[src/rtl/lif_spike_monitor.sv]
// lif_spike_monitor: observes the LIF core's run-phase output and records
// spike timestamps (FWFT FIFO), the last inter-spike interval, a windowed
// spike rate and, with LIF_MON_PEAK_EN defined, the peak membrane voltage.
module lif_spike_monitor #(
    parameter int unsigned TS_W  = 16,
    parameter int unsigned DEPTH = 8,
    parameter int unsigned WIN_W = 8
) (
    input  logic             clk,
    input  logic             rst,
    input  logic             clr,
    input  logic             valid_in,
    input  logic             spike_in,
    input  logic [15:0]      vout_in,
    input  logic [WIN_W-1:0] win_len,
    input  logic             rd_en,
    output logic [TS_W-1:0]  rd_data,
    output logic             empty,
    output logic             full,
    output logic             overflow,
    output logic [TS_W-1:0]  isi,
    output logic             isi_valid,
    output logic [WIN_W-1:0] rate,
    output logic             rate_valid,
    output logic [15:0]      v_peak
);

    localparam int unsigned AW = $clog2(DEPTH);
    localparam int unsigned CW = AW + 1;
    localparam logic [CW-1:0] CNT_FULL = CW'(DEPTH);
    localparam logic [15:0] V_MIN = 16'h8000;

    typedef enum logic {
        IDLE = 1'b0,
        RUN  = 1'b1
    } state_t;

    state_t state;
    state_t state_nx;
    logic   win_discard;

    logic [TS_W-1:0]  ts;
    logic [TS_W-1:0]  last_ts;
    logic             have_last;

    logic [TS_W-1:0]  mem [DEPTH];
    logic [AW-1:0]    wr_ptr;
    logic [AW-1:0]    rd_ptr;
    logic [AW-1:0]    rd_ptr_nx;
    logic [CW-1:0]    count;
    logic [CW-1:0]    count_nx;
    logic [TS_W-1:0]  rd_data_nx;

    logic             spike_v;
    logic             push;
    logic             pop;
    logic             drop;

    logic [WIN_W-1:0] win_cnt;
    logic [WIN_W-1:0] spk_cnt;
    logic [WIN_W-1:0] spk_sum;
    logic             win_term;

    // Run-phase state register
    always_ff @(posedge clk or negedge rst) begin
        if (!rst) begin
            state <= IDLE;
        end else begin
            state <= state_nx;
        end
    end

    // Next state; leaving RUN throws away the partial rate window
    always_comb begin
        state_nx    = state;
        win_discard = 1'b0;
        case (state)
            IDLE: begin
                if (valid_in) begin
                    state_nx = RUN;
                end
            end
            RUN: begin
                if (!valid_in) begin
                    state_nx    = IDLE;
                    win_discard = 1'b1;
                end
            end
            default: state_nx = IDLE;
        endcase
        if (clr) begin
            state_nx = IDLE;
        end
    end

    // FIFO handshake, next head and window arithmetic
    always_comb begin
        spike_v   = valid_in & spike_in;
        pop       = rd_en & ~empty;
        push      = spike_v & (~full | rd_en);
        drop      = spike_v & full & ~rd_en;
        count_nx  = count + CW'(push) - CW'(pop);
        rd_ptr_nx = pop ? rd_ptr + AW'(1) : rd_ptr;

        // A push into a FIFO that is (or is about to be) empty becomes the head
        rd_data_nx = rd_data;
        if (push && ((count - CW'(pop)) == '0)) begin
            rd_data_nx = ts;
        end else if (count_nx != '0) begin
            rd_data_nx = mem[rd_ptr_nx];
        end

        spk_sum = spk_cnt;
        if (spike_in && (spk_cnt != '1)) begin
            spk_sum = spk_cnt + WIN_W'(1);
        end
        win_term = (win_len != '0) && (win_cnt >= (win_len - WIN_W'(1)));
    end

    // Timestamp storage; contents need no reset, pointers and count guard them
    always_ff @(posedge clk) begin
        if (push && !clr) begin
            mem[wr_ptr] <= ts;
        end
    end

    // FIFO pointers, occupancy flags, head register and sticky overflow
    always_ff @(posedge clk or negedge rst) begin
        if (!rst) begin
            wr_ptr   <= '0;
            rd_ptr   <= '0;
            count    <= '0;
            rd_data  <= '0;
            empty    <= 1'b1;
            full     <= 1'b0;
            overflow <= 1'b0;
        end else if (clr) begin
            wr_ptr   <= '0;
            rd_ptr   <= '0;
            count    <= '0;
            rd_data  <= '0;
            empty    <= 1'b1;
            full     <= 1'b0;
            overflow <= 1'b0;
        end else begin
            if (push) begin
                wr_ptr <= wr_ptr + AW'(1);
            end
            rd_ptr  <= rd_ptr_nx;
            count   <= count_nx;
            rd_data <= rd_data_nx;
            empty   <= (count_nx == '0);
            full    <= (count_nx == CNT_FULL);
            if (drop) begin
                overflow <= 1'b1;
            end
        end
    end

    // Timestamp counter and inter-spike interval
    always_ff @(posedge clk or negedge rst) begin
        if (!rst) begin
            ts        <= '0;
            last_ts   <= '0;
            have_last <= 1'b0;
            isi       <= '0;
            isi_valid <= 1'b0;
        end else if (clr) begin
            ts        <= '0;
            last_ts   <= '0;
            have_last <= 1'b0;
            isi       <= '0;
            isi_valid <= 1'b0;
        end else begin
            if (valid_in) begin
                ts <= ts + TS_W'(1);
            end
            if (spike_v) begin
                if (have_last) begin
                    isi       <= ts - last_ts;
                    isi_valid <= 1'b1;
                end
                last_ts   <= ts;
                have_last <= 1'b1;
            end
        end
    end

    // Rate window: count valid cycles and spikes, publish on the terminal cycle
    always_ff @(posedge clk or negedge rst) begin
        if (!rst) begin
            win_cnt    <= '0;
            spk_cnt    <= '0;
            rate       <= '0;
            rate_valid <= 1'b0;
        end else if (clr) begin
            win_cnt    <= '0;
            spk_cnt    <= '0;
            rate       <= '0;
            rate_valid <= 1'b0;
        end else begin
            rate_valid <= 1'b0;
            if (win_discard || (win_len == '0)) begin
                win_cnt <= '0;
                spk_cnt <= '0;
            end else if (valid_in) begin
                if (win_term) begin
                    rate       <= spk_sum;
                    rate_valid <= 1'b1;
                    win_cnt    <= '0;
                    spk_cnt    <= '0;
                end else begin
                    win_cnt <= win_cnt + WIN_W'(1);
                    spk_cnt <= spk_sum;
                end
            end
        end
    end

`ifdef LIF_MON_PEAK_EN
    // Signed running maximum of the membrane voltage during run
    always_ff @(posedge clk or negedge rst) begin
        if (!rst) begin
            v_peak <= V_MIN;
        end else if (clr) begin
            v_peak <= V_MIN;
        end else if (valid_in && ($signed(vout_in) > $signed(v_peak))) begin
            v_peak <= vout_in;
        end
    end
`else
    // Peak tracking not built: report the most negative value
    logic vout_unused;
    assign vout_unused = ^vout_in;
    assign v_peak      = V_MIN;
`endif

endmodule

[config.mk]
export PLATFORM = sky130hd
export DESIGN_NAME = lif_spike_monitor
export DESIGN_NICKNAME = d
export VERILOG_FILES = /design/src/rtl/lif_spike_monitor.sv
export SDC_FILE = /design/constraint.sdc
export NUM_CORES = 1
export LEC_CHECK = 0
export ABC_AREA = 1
export ABC_CLOCK_PERIOD_IN_PS = 2900
export CELL_PAD_IN_SITES_DETAIL_PLACEMENT = 1
export CELL_PAD_IN_SITES_GLOBAL_PLACEMENT = 2
export CORE_UTILIZATION = 30
export DETAILED_ROUTE_END_ITERATION = 8
export PLACE_DENSITY = 0.78
export SLEW_MARGIN = 20
export SYNTH_ARGS = -nofsm -noshare
export SYNTH_HDL_FRONTEND = slang
export SYNTH_SLANG_ARGS = --single-unit
[constraint.sdc]
create_clock -name clk -period 2.9 [get_ports clk]
set_clock_uncertainty 0.1 [all_clocks]
set_input_delay 0.29 -clock clk [delete_from_list [all_inputs] [get_ports clk]]
set_output_delay 0.29 -clock clk [all_outputs]
set_load 0.01 [all_outputs]
==> implementation parameters <==
Parameter                              Value

Floorplanning
  Core Footprint    37500 um2
  Top Ports    91
  Die height    197 um
  Die Wd    197 um
  Placement Rows    71
  Die ar.    38800 um2
  Initial standard-cell utilization of the core    30.4%

Setup path
  Peak fanout along the critical path    27
  Critical path start-end classification    register to register
  Peak per-stage delay on the critical path    590 ps
  Data required time of the critical path    3220 ps
  Top delay family on crit path    adder cells
  Critical path's most frequent cell    sky130_fd_sc_hd__nand2_1
  Internal reg-to-reg setup slack    200 ps
  CP max-delay cell    sky130_fd_sc_hd__dfstp_2
  CP startpoint kind    register
  Data arrival time of the critical path    3020 ps
  Cells along the critical path    nor2_4, ha_1, inv_1, ha_1, fa_1, nor3_2, nand2_1, nor2_4, buf_12, nor2_1, nand2_1, nand2_1
  Critical Path End Type    register
  CP Buf/Inv Count    2

Synthesis
  Gate Count Post-Synth    1253
  Average size of a mapped cell    9.09 um2
  Seq/Total Area, Yosys    56.8%
  Mapped Area    11400 um2
  Count of yosys warnings during synthesis    0
  Number of synthesized register bits    233
  Yosys cell types    40

Global route
  Initial antenna violation count    0
  Layer with the highest usage after global routing    met2
  First-pass GRT wire length    52200 um
  M2 GR Usage    30.7%
  Maximum number of pins on one net before global-route repair    72
  Number of global-route vias before repair    9572
  Total grt overflow    0
  Met1 track demand over resource in global routing    21.9%
  Overall track demand over capacity in global routing    17.1%
  Met3 usage    1.76%

Clock tree
  TritonCTS buffer count    27
  Number of H-tree branching levels    1
  Root Buffer    sky130_fd_sc_hd__clkbuf_16
  Buffer depth of the longest clock path    3
  Clock tree from TritonCTS    yes
  CTS Sinks    233
  CTS clock-pin slew for the worst setup and hold paths    60 ps
  Clk_lat worst skew    530 ps

Final layout
  Ratio of cells with drive above 1 in the final layout    8.98%
  Number of nets in the final layout    1429
  Leading cell type in the layout, fill and taps excluded    sky130_fd_sc_hd__nand2_1
  ANT cells    0
  Number of cells in the finished layout apart from fillers    1892
  Cell area after layout    13800 um2
  Area overhead of the layout relative to synthesis    21.4%
  Share of the core filled with cells    36.9%
  Highest-count cells in the layout ignoring fill and taps    359 x sky130_fd_sc_hd__nand2_1, 205 x sky130_fd_sc_hd__nand3_1, 128 x sky130_fd_sc_hd__edfxtp_1, 115 x sky130_fd_sc_hd__inv_1, 104 x sky130_fd_sc_hd__dfrtp_1

Timing
  Final number of max-transition violations    0
  Unrepaired setup endpoints after global routing    no
  Hold Vio Cnt, Final    0
  Minimum clock period after layout    2700 ps
  Fmax    371 MHz
  Final setup fails    0
  Hold_ws    44.8 ps
  Fraction of the cycle the final worst path needs    93.0%
  Slew @ Worst Pin    576 ps
  Slew HR    61.6%

Detailed routing
  Count of routing violations after the opening detailed-route iteration    447
  Detailed Route WL    32200 um
  Drt drc    0
  Ratio of routed vias to standard cells    4.75
  Average wire per cell in the routed design    17.0 um
  Total number of vias    8994
  Length of the first detailed-routing pass in iterations    5
  Number of antenna-violating nets in the routed design    0

Place
  PortBufs    58
  Placer Congestion    0.770
  HPWL after detailed placement    22000 um
  Placed Cells incl. Taps    1842
  Placed Area    13000 um2

Pwr
  PwrDens    701 nW/um2
  Fraction of power spent switching nets    32.6%
  Share of power burned in registers    39.4%
  Internal Power    6530 uW
  Combinational share of power    27.3%
  Worst-case vdd ir drop    0.412 mV
  Net Sw Power    3160 uW
  Static Leakage    0.00609 uW
  Clock network fraction of total power    33.3%

Flow run
  Total of max-cap violations    0

Hold path
  Type of the most critical hold path    primary input to async pin

Run status
  Result of the run    finished, final reports clean
[per-stage QoR]
stage                     worst slack [ps]  TNS [ps]  power (uW)
final                                  202         0        9690
after global routing                  6.27         0       10200
after CTS                             81.1         0        9820
after detailed placement              -462     -7220        6570
after global placement                -342     -5080        6490
after floorplan                        187         0        5430
[Yosys cell counts]
master,count,area [um2]
sky130_fd_sc_hd__o21ai_1,2,10.0
sky130_fd_sc_hd__inv_2,2,7.51
sky130_fd_sc_hd__o21ai_2,1,8.76
sky130_fd_sc_hd__conb_1,2,7.51
sky130_fd_sc_hd__inv_1,116,435
sky130_fd_sc_hd__inv_4,1,6.26
sky130_fd_sc_hd__a21oi_1,34,170
sky130_fd_sc_hd__buf_1,4,15.0
sky130_fd_sc_hd__o21a_1,3,22.5
sky130_fd_sc_hd__nor3b_1,1,7.51
sky130_fd_sc_hd__o21ai_0,59,295
sky130_fd_sc_hd__nand2_1,359,1350
sky130_fd_sc_hd__or2_2,1,6.26
sky130_fd_sc_hd__dfrtp_1,104,2600
sky130_fd_sc_hd__dfstp_2,1,26.3
sky130_fd_sc_hd__and3_1,1,6.26
sky130_fd_sc_hd__o22ai_1,10,62.6
sky130_fd_sc_hd__ha_1,36,450
sky130_fd_sc_hd__clkbuf_1,10,37.5
sky130_fd_sc_hd__xor2_1,10,87.6
sky130_fd_sc_hd__xnor2_1,6,52.6
sky130_fd_sc_hd__edfxtp_1,128,3840
sky130_fd_sc_hd__nor2_2,2,12.5
sky130_fd_sc_hd__xnor2_2,1,16.3
sky130_fd_sc_hd__buf_2,13,65.1
sky130_fd_sc_hd__nor2_4,2,22.5
sky130_fd_sc_hd__nand2_4,2,22.5
sky130_fd_sc_hd__fa_1,2,40.0
sky130_fd_sc_hd__a22o_1,1,8.76
sky130_fd_sc_hd__nand3b_1,2,15.0
sky130_fd_sc_hd__a211oi_1,1,7.51
sky130_fd_sc_hd__nand2_2,5,31.3
sky130_fd_sc_hd__nand4_1,7,43.8
sky130_fd_sc_hd__nor2_1,79,297
sky130_fd_sc_hd__nor3_1,9,45.0
sky130_fd_sc_hd__nand3_1,205,1030
sky130_fd_sc_hd__o21bai_1,2,15.0
sky130_fd_sc_hd__and2_1,1,6.26
sky130_fd_sc_hd__buf_4,27,203
sky130_fd_sc_hd__clkbuf_2,1,5.00
[final timing paths]
| check | from | end | cells after the start |
|---|---|---|---|
| max reg2reg | empty$_DFF_PN1_ | rd_data[11]$_DFFE_PN0P_ | 12 |
| max in group asynchronous | rst | empty$_DFF_PN1_ | 3 |
| min | rst | win_cnt[5]$_DFFE_PN0P_ | 2 |
| min in group clk | isi[15]$_DFFE_PN0P_ | isi[15]$_DFFE_PN0P_ | 2 |
| max | empty$_DFF_PN1_ | rd_data[11]$_DFFE_PN0P_ | 12 |
| min reg2reg | isi[15]$_DFFE_PN0P_ | isi[15]$_DFFE_PN0P_ | 2 |
[power groups by stage]
| stage | combinational [uW] | sequential [uW] | clock, uW |
|---|---|---|---|
| global route | 2970 | 3840 | 3420 |
| detailed placement | 2690 | 3890 | 0 |
| CTS | 2690 | 3830 | 3300 |
| floorplan | 1540 | 3890 | 0 |
| global placement | 2600 | 3890 | 0 |
| finish | 2650 | 3820 | 3220 |
[kinds of logic after synthesis]
family                     count (synthesis)  synth area share (%)
buffers and inverters                    174                  6.80
other                                      2                0.0659
and+or+nand+nor                          676                  25.4
AOI/OAI and AO/OA                        113                  5.27
xor gates and xnor gates                  17                  1.37
adders and majority gates                 38                  4.31
DFF                                      233                  56.8
[repair_timing]
action / CTS / global route
setup buffers: 0 / 0
hold buffers: 1 / 0
gates resized for setup: 0 / 1
setup endpoints to repair: 0 / 13
hold endpoints to repair: 104 / 0
[flip-flops by register name (all words and copies together) (netlist names), 8 cells and up]
signal   flops
rd_data     16
mem        128
isi         16
rate         8
last_ts     16
ts          16
spk_cnt      8
win_cnt      8
[metal layers]
layer,routed length (um),vias to the layer above,share of wire [%]
met5,0,-,0
met4,654,0,2.0
met3,916,50,2.8
met2,16200,123,50
met1,14500,4471,45
li1,-,4350,-
[final cells by class]
| cell class | count | area (um2) |
|---|---|---|
| clock buffer | 31 | 701 |
| clock inverter | 18 | 135 |
| inverter | 119 | 449 |
| sequential | 233 | 6470 |
| tap | 511 | 639 |
| fill | 4364 | 23700 |
| multi-input combinational | 860 | 4210 |
| timing repair buffer | 120 | 1220 |
(Power assumes the default switching activity.)
